`src/rtl/e5rv32_pkg.sv`:
```
// Shared types and encodings for the e5rv32 pipeline control logic.
package e5rv32_pkg;

  // Operand source select for the E stage ALU inputs.
  typedef enum logic [1:0] {
    FWD_RF = 2'b00,  // value read from the register file in D
    FWD_W  = 2'b01,  // result being written back from W
    FWD_M  = 2'b10   // ALU result sitting in M
  } fwd_sel_e;

  // ResultSrc encodings carried down the pipe with each instruction.
  localparam logic [1:0] RES_ALU  = 2'b00;
  localparam logic [1:0] RES_LOAD = 2'b01;
  localparam logic [1:0] RES_PC4  = 2'b10;

  // Hazard controller sequencing states.
  typedef enum logic [1:0] {
    HZ_INIT    = 2'b00,  // post-reset front-end flush
    HZ_RUN     = 2'b01,  // normal operation
    HZ_MEMWAIT = 2'b10   // data memory is holding the pipe
  } hz_state_e;

  // Bundle of hold/bubble controls into the pipeline registers.
  typedef struct packed {
    logic stall_f;
    logic stall_d;
    logic stall_e;
    logic stall_m;
    logic flush_d;
    logic flush_e;
    logic flush_w;
  } hz_ctl_t;

  // A later stage produces a register the reader needs; x0 never counts
  // because it is hardwired to zero and never truly written.
  function automatic logic dest_hit(input logic [4:0] rd, input logic [4:0] rs);
    return (rd != 5'd0) && (rd == rs);
  endfunction

endpackage

```
`src/rtl/fwd_sel.sv`:
```
// Forwarding select for one E-stage source operand.
// The M stage holds the younger result, so it wins over W.
module fwd_sel
  import e5rv32_pkg::*;
(
  input  logic [4:0] RsE,
  input  logic [4:0] RdM,
  input  logic [4:0] RdW,
  input  logic       RegWriteM,
  input  logic       RegWriteW,
  output fwd_sel_e   fwd_sel_o
);

  logic hit_m;
  logic hit_w;

  assign hit_m = RegWriteM && dest_hit(RdM, RsE);
  assign hit_w = RegWriteW && dest_hit(RdW, RsE);

  // Priority pick: M result, then W result, then register file.
  always_comb begin
    fwd_sel_o = FWD_RF;
    if (hit_m) begin
      fwd_sel_o = FWD_M;
    end else if (hit_w) begin
      fwd_sel_o = FWD_W;
    end
  end

endmodule

```
`src/rtl/hazard_ctrl.sv`:
```
// Pipeline hazard controller for the e5rv32 five-stage core.
// State lives on the falling clock edge, matching the pipeline registers.
// Stall/flush/forward outputs are combinational from state and inputs.
module hazard_ctrl
  import e5rv32_pkg::*;
#(
  parameter int STARTUP_CYCLES = 1,
  parameter int MEM_TIMEOUT    = 255
) (
  input  logic       clk,
  input  logic       reset,
  input  logic [4:0] Rs1D,
  input  logic [4:0] Rs2D,
  input  logic [4:0] Rs1E,
  input  logic [4:0] Rs2E,
  input  logic [4:0] RdE,
  input  logic [4:0] RdM,
  input  logic [4:0] RdW,
  input  logic [1:0] ResultSrcE,
  input  logic       RegWriteM,
  input  logic       RegWriteW,
  input  logic       PCSrcE,
  input  logic       DMemReqM,
  input  logic       DMemReadyM,
  output logic [1:0] ForwardAE,
  output logic [1:0] ForwardBE,
  output logic       StallF,
  output logic       StallD,
  output logic       StallE,
  output logic       StallM,
  output logic       FlushD,
  output logic       FlushE,
  output logic       FlushW,
  output logic       MemTimeout,
  output hz_state_e  state_dbg
);

  localparam int SW = $clog2(STARTUP_CYCLES + 1);
  localparam int WW = $clog2(MEM_TIMEOUT + 1);

  // Last startup count value before leaving INIT.
  localparam logic [SW-1:0] START_LAST = SW'(STARTUP_CYCLES - 1);
  // Wait count at which the memory is declared stuck.
  localparam logic [WW-1:0] WAIT_MAX   = WW'(MEM_TIMEOUT);

  hz_state_e     state_q, state_d;
  logic [SW-1:0] start_cnt_q, start_cnt_d;
  logic [WW-1:0] wait_cnt_q, wait_cnt_d;
  logic          mem_timeout_q, mem_timeout_d;

  logic          mem_stall;
  logic          lw_stall;
  hz_ctl_t       ctl;
  fwd_sel_e      fwd_a;
  fwd_sel_e      fwd_b;

  // Data memory has an access in M that is not finishing this cycle.
  assign mem_stall = DMemReqM && !DMemReadyM;

  // A load in E feeds an instruction in D; that value is not ready yet.
  assign lw_stall  = (ResultSrcE == RES_LOAD) &&
                     (dest_hit(RdE, Rs1D) || dest_hit(RdE, Rs2D));

  fwd_sel u_fwd_a (
    .RsE       (Rs1E),
    .RdM       (RdM),
    .RdW       (RdW),
    .RegWriteM (RegWriteM),
    .RegWriteW (RegWriteW),
    .fwd_sel_o (fwd_a)
  );

  fwd_sel u_fwd_b (
    .RsE       (Rs2E),
    .RdM       (RdM),
    .RdW       (RdW),
    .RegWriteM (RegWriteM),
    .RegWriteW (RegWriteW),
    .fwd_sel_o (fwd_b)
  );

  // Forwarding is live in every state but parks at the register file in reset.
  assign ForwardAE = reset ? fwd_a : FWD_RF;
  assign ForwardBE = reset ? fwd_b : FWD_RF;

  // State, counters and sticky timeout flag, all cleared by reset.
  always_ff @(negedge clk or negedge reset) begin
    if (!reset) begin
      state_q       <= HZ_INIT;
      start_cnt_q   <= '0;
      wait_cnt_q    <= '0;
      mem_timeout_q <= 1'b0;
    end else begin
      state_q       <= state_d;
      start_cnt_q   <= start_cnt_d;
      wait_cnt_q    <= wait_cnt_d;
      mem_timeout_q <= mem_timeout_d;
    end
  end

  // Next-state logic: startup count, memory wait tracking and timeout.
  always_comb begin
    state_d       = state_q;
    start_cnt_d   = start_cnt_q;
    wait_cnt_d    = wait_cnt_q;
    mem_timeout_d = mem_timeout_q;

    unique case (state_q)
      HZ_INIT: begin
        if (start_cnt_q == START_LAST) begin
          state_d     = HZ_RUN;
          start_cnt_d = '0;
        end else begin
          start_cnt_d = start_cnt_q + SW'(1);
        end
      end

      HZ_RUN: begin
        if (mem_stall) begin
          // This edge completes the first wait cycle.
          state_d    = HZ_MEMWAIT;
          wait_cnt_d = WW'(1);
          if (WAIT_MAX == WW'(1)) begin
            mem_timeout_d = 1'b1;
          end
        end
      end

      HZ_MEMWAIT: begin
        if (mem_stall) begin
          if (wait_cnt_q != WAIT_MAX) begin
            wait_cnt_d = wait_cnt_q + WW'(1);
          end
          if (wait_cnt_d == WAIT_MAX) begin
            mem_timeout_d = 1'b1;
          end
        end else begin
          state_d    = HZ_RUN;
          wait_cnt_d = '0;
        end
      end

      default: begin
        state_d     = HZ_INIT;
        start_cnt_d = '0;
        wait_cnt_d  = '0;
      end
    endcase
  end

  // Stall/flush outputs with priority INIT > memory wait > branch > load-use.
  always_comb begin
    ctl = '0;
    if (state_q == HZ_INIT) begin
      ctl.stall_f = 1'b1;
      ctl.flush_d = 1'b1;
      ctl.flush_e = 1'b1;
    end else if (mem_stall) begin
      // Freeze F..M; W gets a bubble so the stalled load is not retired twice.
      ctl.stall_f = 1'b1;
      ctl.stall_d = 1'b1;
      ctl.stall_e = 1'b1;
      ctl.stall_m = 1'b1;
      ctl.flush_w = 1'b1;
    end else if (PCSrcE) begin
      // The D instruction is squashed, so a load-use stall on it is moot.
      ctl.flush_d = 1'b1;
      ctl.flush_e = 1'b1;
    end else if (lw_stall) begin
      ctl.stall_f = 1'b1;
      ctl.stall_d = 1'b1;
      ctl.flush_e = 1'b1;
    end
  end

  assign StallF     = ctl.stall_f;
  assign StallD     = ctl.stall_d;
  assign StallE     = ctl.stall_e;
  assign StallM     = ctl.stall_m;
  assign FlushD     = ctl.flush_d;
  assign FlushE     = ctl.flush_e;
  assign FlushW     = ctl.flush_w;
  assign MemTimeout = mem_timeout_q;
  assign state_dbg  = state_q;

endmodule

```
`config.mk`:
```
export PLATFORM = sky130hd
export DESIGN_NAME = hazard_ctrl
export DESIGN_NICKNAME = d
export VERILOG_FILES = /design/src/rtl/e5rv32_pkg.sv /design/src/rtl/fwd_sel.sv /design/src/rtl/hazard_ctrl.sv
export SDC_FILE = /design/constraint.sdc
export NUM_CORES = 1
export LEC_CHECK = 0
export CAP_MARGIN = 25
export CORE_MARGIN = 1
export CORE_UTILIZATION = 42
export DETAILED_ROUTE_END_ITERATION = 8
export PLACE_DENSITY_LB_ADDON = 0.3
export SKIP_CTS_REPAIR_TIMING = 1
export SYNTH_ARGS = -nofsm -noshare
export SYNTH_HDL_FRONTEND = slang
export SYNTH_HIERARCHICAL = 1
export SYNTH_SLANG_ARGS = --single-unit
export TNS_END_PERCENT = 1
```
`constraint.sdc`:
```
create_clock -name clk -period 2.3 [get_ports clk]
set_input_delay 0.345 -clock clk [delete_from_list [all_inputs] [get_ports clk]]
set_output_delay 0.345 -clock clk [all_outputs]
set_load 0.02 [all_outputs]
```
# Word level (Yosys, flattened, before mapping)
# Cells that the tools add are included.
[totals]
register_bits = 12
[classes]
add_sub_neg = 2
eq_ne = 14
mux = 31
bitwise = 1
reduce_logical = 22
[ops]
columns = ["operator", "count"]
rows = [
  ["two-way mux 8 bit", 5],
  ["== test 5 bit", 6],
  ["two-way mux 2 bit", 13],
  ["one-hot mux 8 bit (3 select lines)", 1],
  ["nonzero test 5 bit", 3],
  ["logical AND 1 bit", 12],
  ["two-way mux 1 bit", 9],
  ["adder 8 x 1 -> 8 bit (second input constant)", 1],
  ["== test 8 bit (second input constant)", 1],
  ["!= test 8 bit (second input constant)", 1],
  ["!= test 2 bit (second input constant)", 3],
  ["one-hot mux 2 bit (3 select lines)", 1],
  ["AND reduction 3 bit", 2],
  ["== test 2 x 1 -> 1 bit (second input constant)", 2],
  ["two-way mux 3 bit", 1],
  ["== test 2 bit (second input constant)", 1],
  ["zero test 2 bit", 1],
  ["one-hot mux 1 bit (2 select lines)", 1],
  ["AND reduction 2 bit", 1],
  ["OR reduction 2 bit", 1],
  ["adder 1 bit (second input constant)", 1],
  ["zero test 1 bit", 1],
  ["logical OR 1 bit", 1],
  ["NOT 1 bit", 1],
]

# Longest topological paths before layout
# Gate-level depths: netlist of the first run.
[logic_depth]
word_depth = 8
depth_mapped = 6
depth_no_buf = 6

# Hierarchy
# Netlist of the first run, hierarchy kept.
[by_module_without_submodules]
columns = ["mod", "n_inst", "cells_each", "area_each_um2"]
rows = [
  ["hazard_ctrl", 1, 115, 963.4],
  ["fwd_sel", 2, 21, 158.9],
]

==> metrics.cfg, run 1 <==
[outcome]
status=complete, but fails checks
violations=DRC, setup timing

[sta]
whs_ps=534
final_max_slew_viol_count=0
slew_headroom_pct=77.7
worst_pin_slew_ps=331
hold_viol=0
timing.final.ws_setup_ps=-759
setup_viol=14
rsz0062_at_grt=true
fin_worst_skew_ps=2.54

[route]
routed-wl-met2_um=2100
drt_pre_antenna_iters=6
viasPerCell=5.55
ant_nets=0
drt_iter0_drc=56
top_layer_used=met4
wl_met1_um=1540
drc=2
vias=1498
routed-wl-met3_um=238
drt_wl_total_um=3970
wl_per_cell_um=14.7

[pwr]
leakage_nw=0.895
vdd_drop_max_v=0.000614
totalPowerFinal_mw=1.27
power_density_nw_per_um2=602

[clocking]
clk-insertion-delay-late_ps=280
cts_made_buffers=3
cts.clk_slew.worst_paths_ps=50
ctsLongestPathBuffers=2
clock-sinks=11
htreeDepth=1
cts_tree=done
clockRootBuffer=clkbuf_4

[finish]
finalInstanceArea_um2=2120
finalNetCount=289
layout_commonest_cell=clkdlybuf4s50_1
fin_util_pct=74.8
areaGrowthSynthToFinish_pct=65.2
stdcell_count=270
final_cell_mix=clkdlybuf4s50_1 (43), buf_4 (30), xor2_1 (16), nand2_1 (12)
drive_above_1_share_pct=28.0
diodes=0
fillers=193

[setup_path]
r2r_slack_ps=460
arrival_ps=2710
slowest_delay_ps=430
r2r_cells=9
required_ps=1960
r2r-start=state_dbg[0]
endpoint_kind=output pin
start_kind=flip-flop
crit_end=StallD
path_cells=inv_2 > ha_4 > or3_4 > o22ai_4 > buf_6
slowest_stage=dfrtn_1
startpoint=state_dbg[0]
crit_path_max_fanout=2
timing.rr.end=wait_cnt_q[3]
crit_type=flip-flop to output pin

[synth]
yosysWarnings=6
ys_seq_area_share_pct=21.5
synth_edf_count=0
syn_area_um2=1280
synth_nets=206
synthCells=157
ys_async_sr_fraction_pct=100
ys.flop_type=dfrtn_1
syn_area_per_cell_um2=8.16
synth.distinct_cells=44
synth-seq-cells=11

[flow_run]
maxCapViolCount=0

[floorplan]
die_h_um=57.2
dieArea_um2=3280
coreArea_um2=2830
pin_count=58
start_util_pct=45.3
die_w_um=57.2
rows=19

[grt]
grt.overflow.total=0
track_usage_pct=25.4
grt_pass1_vias=1518
antenna_found_initial=0
grt_start_max_net_pins=10
grt_pass1_wl_um=6460

[placed_design]
dp_hpwl_um=3170
io_buffer_count=57
post_dp_cell_area_um2=2070
place.gp.congestion=0.829
dpl.cell_count=264

[worst_hold_path]
hp-class=flip-flop to flip-flop

[area by class of cell]
cell class              instances  area (µm²)  share of cell area (%)
multi-input cells             132         996                    47.0
repair buffers                 85         754                    35.6
flip-flops and latches         11         275                    13.0
well taps                      31        38.8                    1.83
clock buffers                   4        26.3                    1.24
inverters                       7        26.3                    1.24
[worst max-delay path, delay by kind of cell (launching register included)]
family / cells / cell delay (ps)
flops: 1 / 430
buf+inv: 2 / 200
fa+ha+maj: 1 / 150
simple gates: 1 / 390
compound gates: 1 / 110
[Yosys cell counts, types with 5 or more instances]
library cell  count  area share [%]
nor3_1            6             2.3
dfrtn_1          11              21
nor2_1            7             2.1
inv_1             7             2.1
o21ai_0          11             4.3
xnor2_1          11             7.5
nand2_1          12             3.5
a21oi_1           7             2.7
nand3_1           8             3.1
ha_1              5             4.9
xor2_1           16              11
[per-layer routing]
metal | vias up | track usage (%)
met5 | - | 0
met4 | 0 | 8.36
met3 | 12 | 5.22
met2 | 66 | 46.7
met1 | 688 | 29.1
li1 | 732 | -
[state kept, by name, indices dropped and copies added (netlist names)]
register    count
MemTimeout      1
state_dbg       2
wait_cnt_q      8
[kinds of logic (layout without fill, tap and decap cells)]
logic type / Yosys count / count (layout) / synth area share, %
xor+xnor: 27 / 27 / 18.5
simple gates: 62 / 62 / 27.8
fa+ha+maj: 5 / 5 / 4.88
buf+inv: 14 / 96 / 5.27
flops: 11 / 11 / 21.5
compound gates: 38 / 38 / 22.1
[worst min path at each step]
stage | startpoint | end | slack, ps | cells past startpoint
after floorplan | wait_cnt_q[7] | wait_cnt_q[7] | 480 | 1
after global placement | MemTimeout | MemTimeout | 500 | 2
after detailed placement | MemTimeout | MemTimeout | 510 | 2
after CTS | wait_cnt_q[7] | wait_cnt_q[7] | 530 | 1
after global routing | wait_cnt_q[7] | wait_cnt_q[7] | 570 | 1
final | wait_cnt_q[1] | wait_cnt_q[1] | 530 | 1
[power by group]
group	internal, mW	switching (mW)
sequential	0.218	0.0199
combinational	0.453	0.444
clock	0.0674	0.0726
[metrics by stage]
step | setup TNS [ps] | setup WS [ps]
final | -5670 | -759
after global routing | -6500 | -805
after CTS | -13990 | -1280
after detailed placement | -14120 | -964
after global placement | -13050 | -919
after floorplan | -5730 | -730
(Power assumes the default switching activity.)
==> run 2, diff against run 1 <==
--- a/config.mk
+++ b/config.mk
@@ -11,6 +11,7 @@
 export DETAILED_ROUTE_END_ITERATION = 8
 export PLACE_DENSITY_LB_ADDON = 0.3
 export SKIP_CTS_REPAIR_TIMING = 1
+export SLEW_MARGIN = 20
 export SYNTH_ARGS = -nofsm -noshare
 export SYNTH_HDL_FRONTEND = slang
 export SYNTH_HIERARCHICAL = 1
==> results of run 2 <==
No change in the layout: final DEF, timing and power equal those of run 1.
==> run 3, diff against run 2 <==
--- a/config.mk
+++ b/config.mk
@@ -11,6 +11,7 @@
 export DETAILED_ROUTE_END_ITERATION = 8
 export PLACE_DENSITY_LB_ADDON = 0.3
 export SKIP_CTS_REPAIR_TIMING = 1
+export SKIP_LAST_GASP = 1
 export SLEW_MARGIN = 20
 export SYNTH_ARGS = -nofsm -noshare
 export SYNTH_HDL_FRONTEND = slang
==> metrics.cfg, run 3 (synthesis gave the netlist of run 1 again) <==
[clocking]
cts_tree=done  ; unchanged
cts.clk_slew.worst_paths_ps=50  ; about the same
ctsLongestPathBuffers=2  ; unchanged
cts_made_buffers=3  ; unchanged
clk-insertion-delay-late_ps=290  ; was 280 ps
htreeDepth=1  ; unchanged
clockRootBuffer=clkbuf_4  ; unchanged
clock-sinks=11  ; unchanged

[outcome]
violations=DRC, setup timing  ; unchanged
status=complete, but fails checks  ; unchanged

[floorplan]
coreArea_um2=2830  ; unchanged
die_w_um=57.2  ; unchanged
pin_count=58  ; unchanged
dieArea_um2=3280  ; unchanged
die_h_um=57.2  ; unchanged
rows=19  ; unchanged
start_util_pct=45.3  ; unchanged

[finish]
final_cell_mix=clkdlybuf4s50_1 (50), buf_4 (28), xor2_1 (16), nand2_1 (12)  ; was clkdlybuf4s50_1 (43), buf_4 (30), xor2_1 (16), nand2_1 (12)
fin_util_pct=75.0  ; was 74.8%
largest_register_ffs=8  ; unchanged
finalNetCount=289  ; unchanged
diodes=0  ; unchanged
areaGrowthSynthToFinish_pct=65.5  ; was 65.2%
top_register=wait_cnt_q  ; unchanged
finalInstanceArea_um2=2120  ; about the same
layout_commonest_cell=clkdlybuf4s50_1  ; unchanged
drive_above_1_share_pct=23.0  ; was 28.0%

[route]
drt_pre_antenna_iters=6  ; unchanged
viasPerCell=5.63  ; was 5.55
wl_met1_um=1510  ; was 1540 µm
routed-wl-met2_um=2110  ; was 2100 µm
top_layer_used=met4  ; unchanged
routed-wl-met3_um=250  ; was 238 µm
drc=2  ; unchanged
drt_wl_total_um=3970  ; unchanged
wl_per_cell_um=14.7  ; unchanged
drt_iter0_drc=52  ; was 56
vias=1521  ; was 1498
ant_nets=0  ; unchanged

[setup_path]
endpoint_kind=output pin  ; unchanged
cp_num_cells=5  ; unchanged
slowest_delay_ps=430  ; about the same
crit_end=StallD  ; unchanged
path_cells=inv_2 > ha_4 > or3_4 > o22ai_4 > buf_6  ; unchanged
path_buf_inv=2  ; unchanged
start_kind=flip-flop  ; unchanged
timing.rr.end=wait_cnt_q[1]  ; was wait_cnt_q[3]
slowest_stage=dfrtn_1  ; unchanged
crit_family=flip-flops  ; unchanged
arrival_ps=2730  ; was 2710 ps
crit_path_max_fanout=2  ; unchanged
required_ps=1960  ; about the same
r2r-start=state_dbg[1]  ; was state_dbg[0]
r2r_cells=7  ; was 9
startpoint=state_dbg[0]  ; unchanged
r2r_slack_ps=430  ; was 460 ps
crit_type=flip-flop to output pin  ; unchanged

[sta]
slew_headroom_pct=77.7  ; about the same
hold_viol=0  ; unchanged
worst_pin_slew_ps=331  ; about the same
timing.final.ws_setup_ps=-771  ; was -759 ps
setup_viol=25  ; was 14
fin_worst_skew_ps=1.83  ; was 2.54 ps
whs_ps=529  ; was 534 ps
fin_tns_setup_ps=-11200  ; was -5670 ps
final_max_slew_viol_count=0  ; unchanged
rsz0062_at_grt=true  ; unchanged

[flow_run]
maxCapViolCount=0  ; unchanged

[pwr]
vdd_drop_max_v=0.000608  ; was 0.000614 V
leakage_nw=0.917  ; was 0.895 nW
power_density_nw_per_um2=589  ; was 602 nW/µm²

[grt]
antenna_found_initial=0  ; unchanged
grt_start_max_net_pins=10  ; unchanged
track_usage_pct=25.4  ; unchanged
grt.overflow.total=0  ; unchanged
grt_pass1_wl_um=6460  ; unchanged
grt_pass1_vias=1518  ; unchanged

[placed_design]
post_dp_cell_area_um2=2070  ; unchanged
io_buffer_count=57  ; unchanged
dp_hpwl_um=3170  ; unchanged
post-place-ws_ps=-964  ; unchanged
place.gp.congestion=0.829  ; unchanged

[worst_hold_path]
hp-class=flip-flop to flip-flop  ; unchanged

==> run 3: cell count changes in the layout (fill, tap and decap cells not counted), sizes merged <==
cell           delta
buf               -8
clkbuf            -2
clkdlybuf4s50     +7
dlymetal6s2s      +3
==> run 3: power breakdown <==
| part | total [mW] | internal (mW) | switching [mW] | leakage [nW] |
|---|---|---|---|---|
| registers | 0.238 | 0.218 | 0.0198 | 0.151 |
| logic | 0.872 | 0.445 | 0.427 | 0.751 |
| clock network | 0.140 | 0.0675 | 0.0730 | 0.0150 |
| total | 1.25 | 0.731 | 0.519 | 0.917 |
==> run 3: area by class of cell <==
type | count | area, µm²
Clock buffer | 4 | 26.3
Fill cell | 196 | 708
Inverter | 7 | 26.3
Multi-Input combinational cell | 132 | 972
Sequential cell | 11 | 275
Tap cell | 31 | 38.8
Timing Repair Buffer | 85 | 782
==> run 3: worst min-delay path by stage <==
stage                     slack (ps)            end           from  depth (start not counted)
final                            530  wait_cnt_q[1]  wait_cnt_q[1]                          1
after CTS                        530  wait_cnt_q[7]  wait_cnt_q[7]                          1
after global placement           500     MemTimeout     MemTimeout                          2
after global routing             570     MemTimeout     MemTimeout                          2
after floorplan                  480  wait_cnt_q[7]  wait_cnt_q[7]                          1
after detailed placement         510     MemTimeout     MemTimeout                          2
==> run 3: stage by stage <==
stage / cells / power (mW)
after detailed placement: 264 / 1.07
after global routing: 270 / 1.34
after floorplan: 157 / 0.663
after CTS: 268 / 1.22
after global placement: 264 / 1.03
final: 270 / 1.25
==> run 3: layer usage <==
metal	vias to the layer above	global-route usage [%]
li1	732	-
met1	705	29.1
met2	72	46.7
met3	12	5.22
met4	0	8.36
met5	-	0
==> run 3: worst register-to-register path, cell delays in order (launching register included) <==
cell,delay (ps)
dfrtn_1,420
buf_4,110
buf_4,110
ha_1,220
nand3b_1,130
or3b_2,460
o21ai_0,280
a32o_1,170
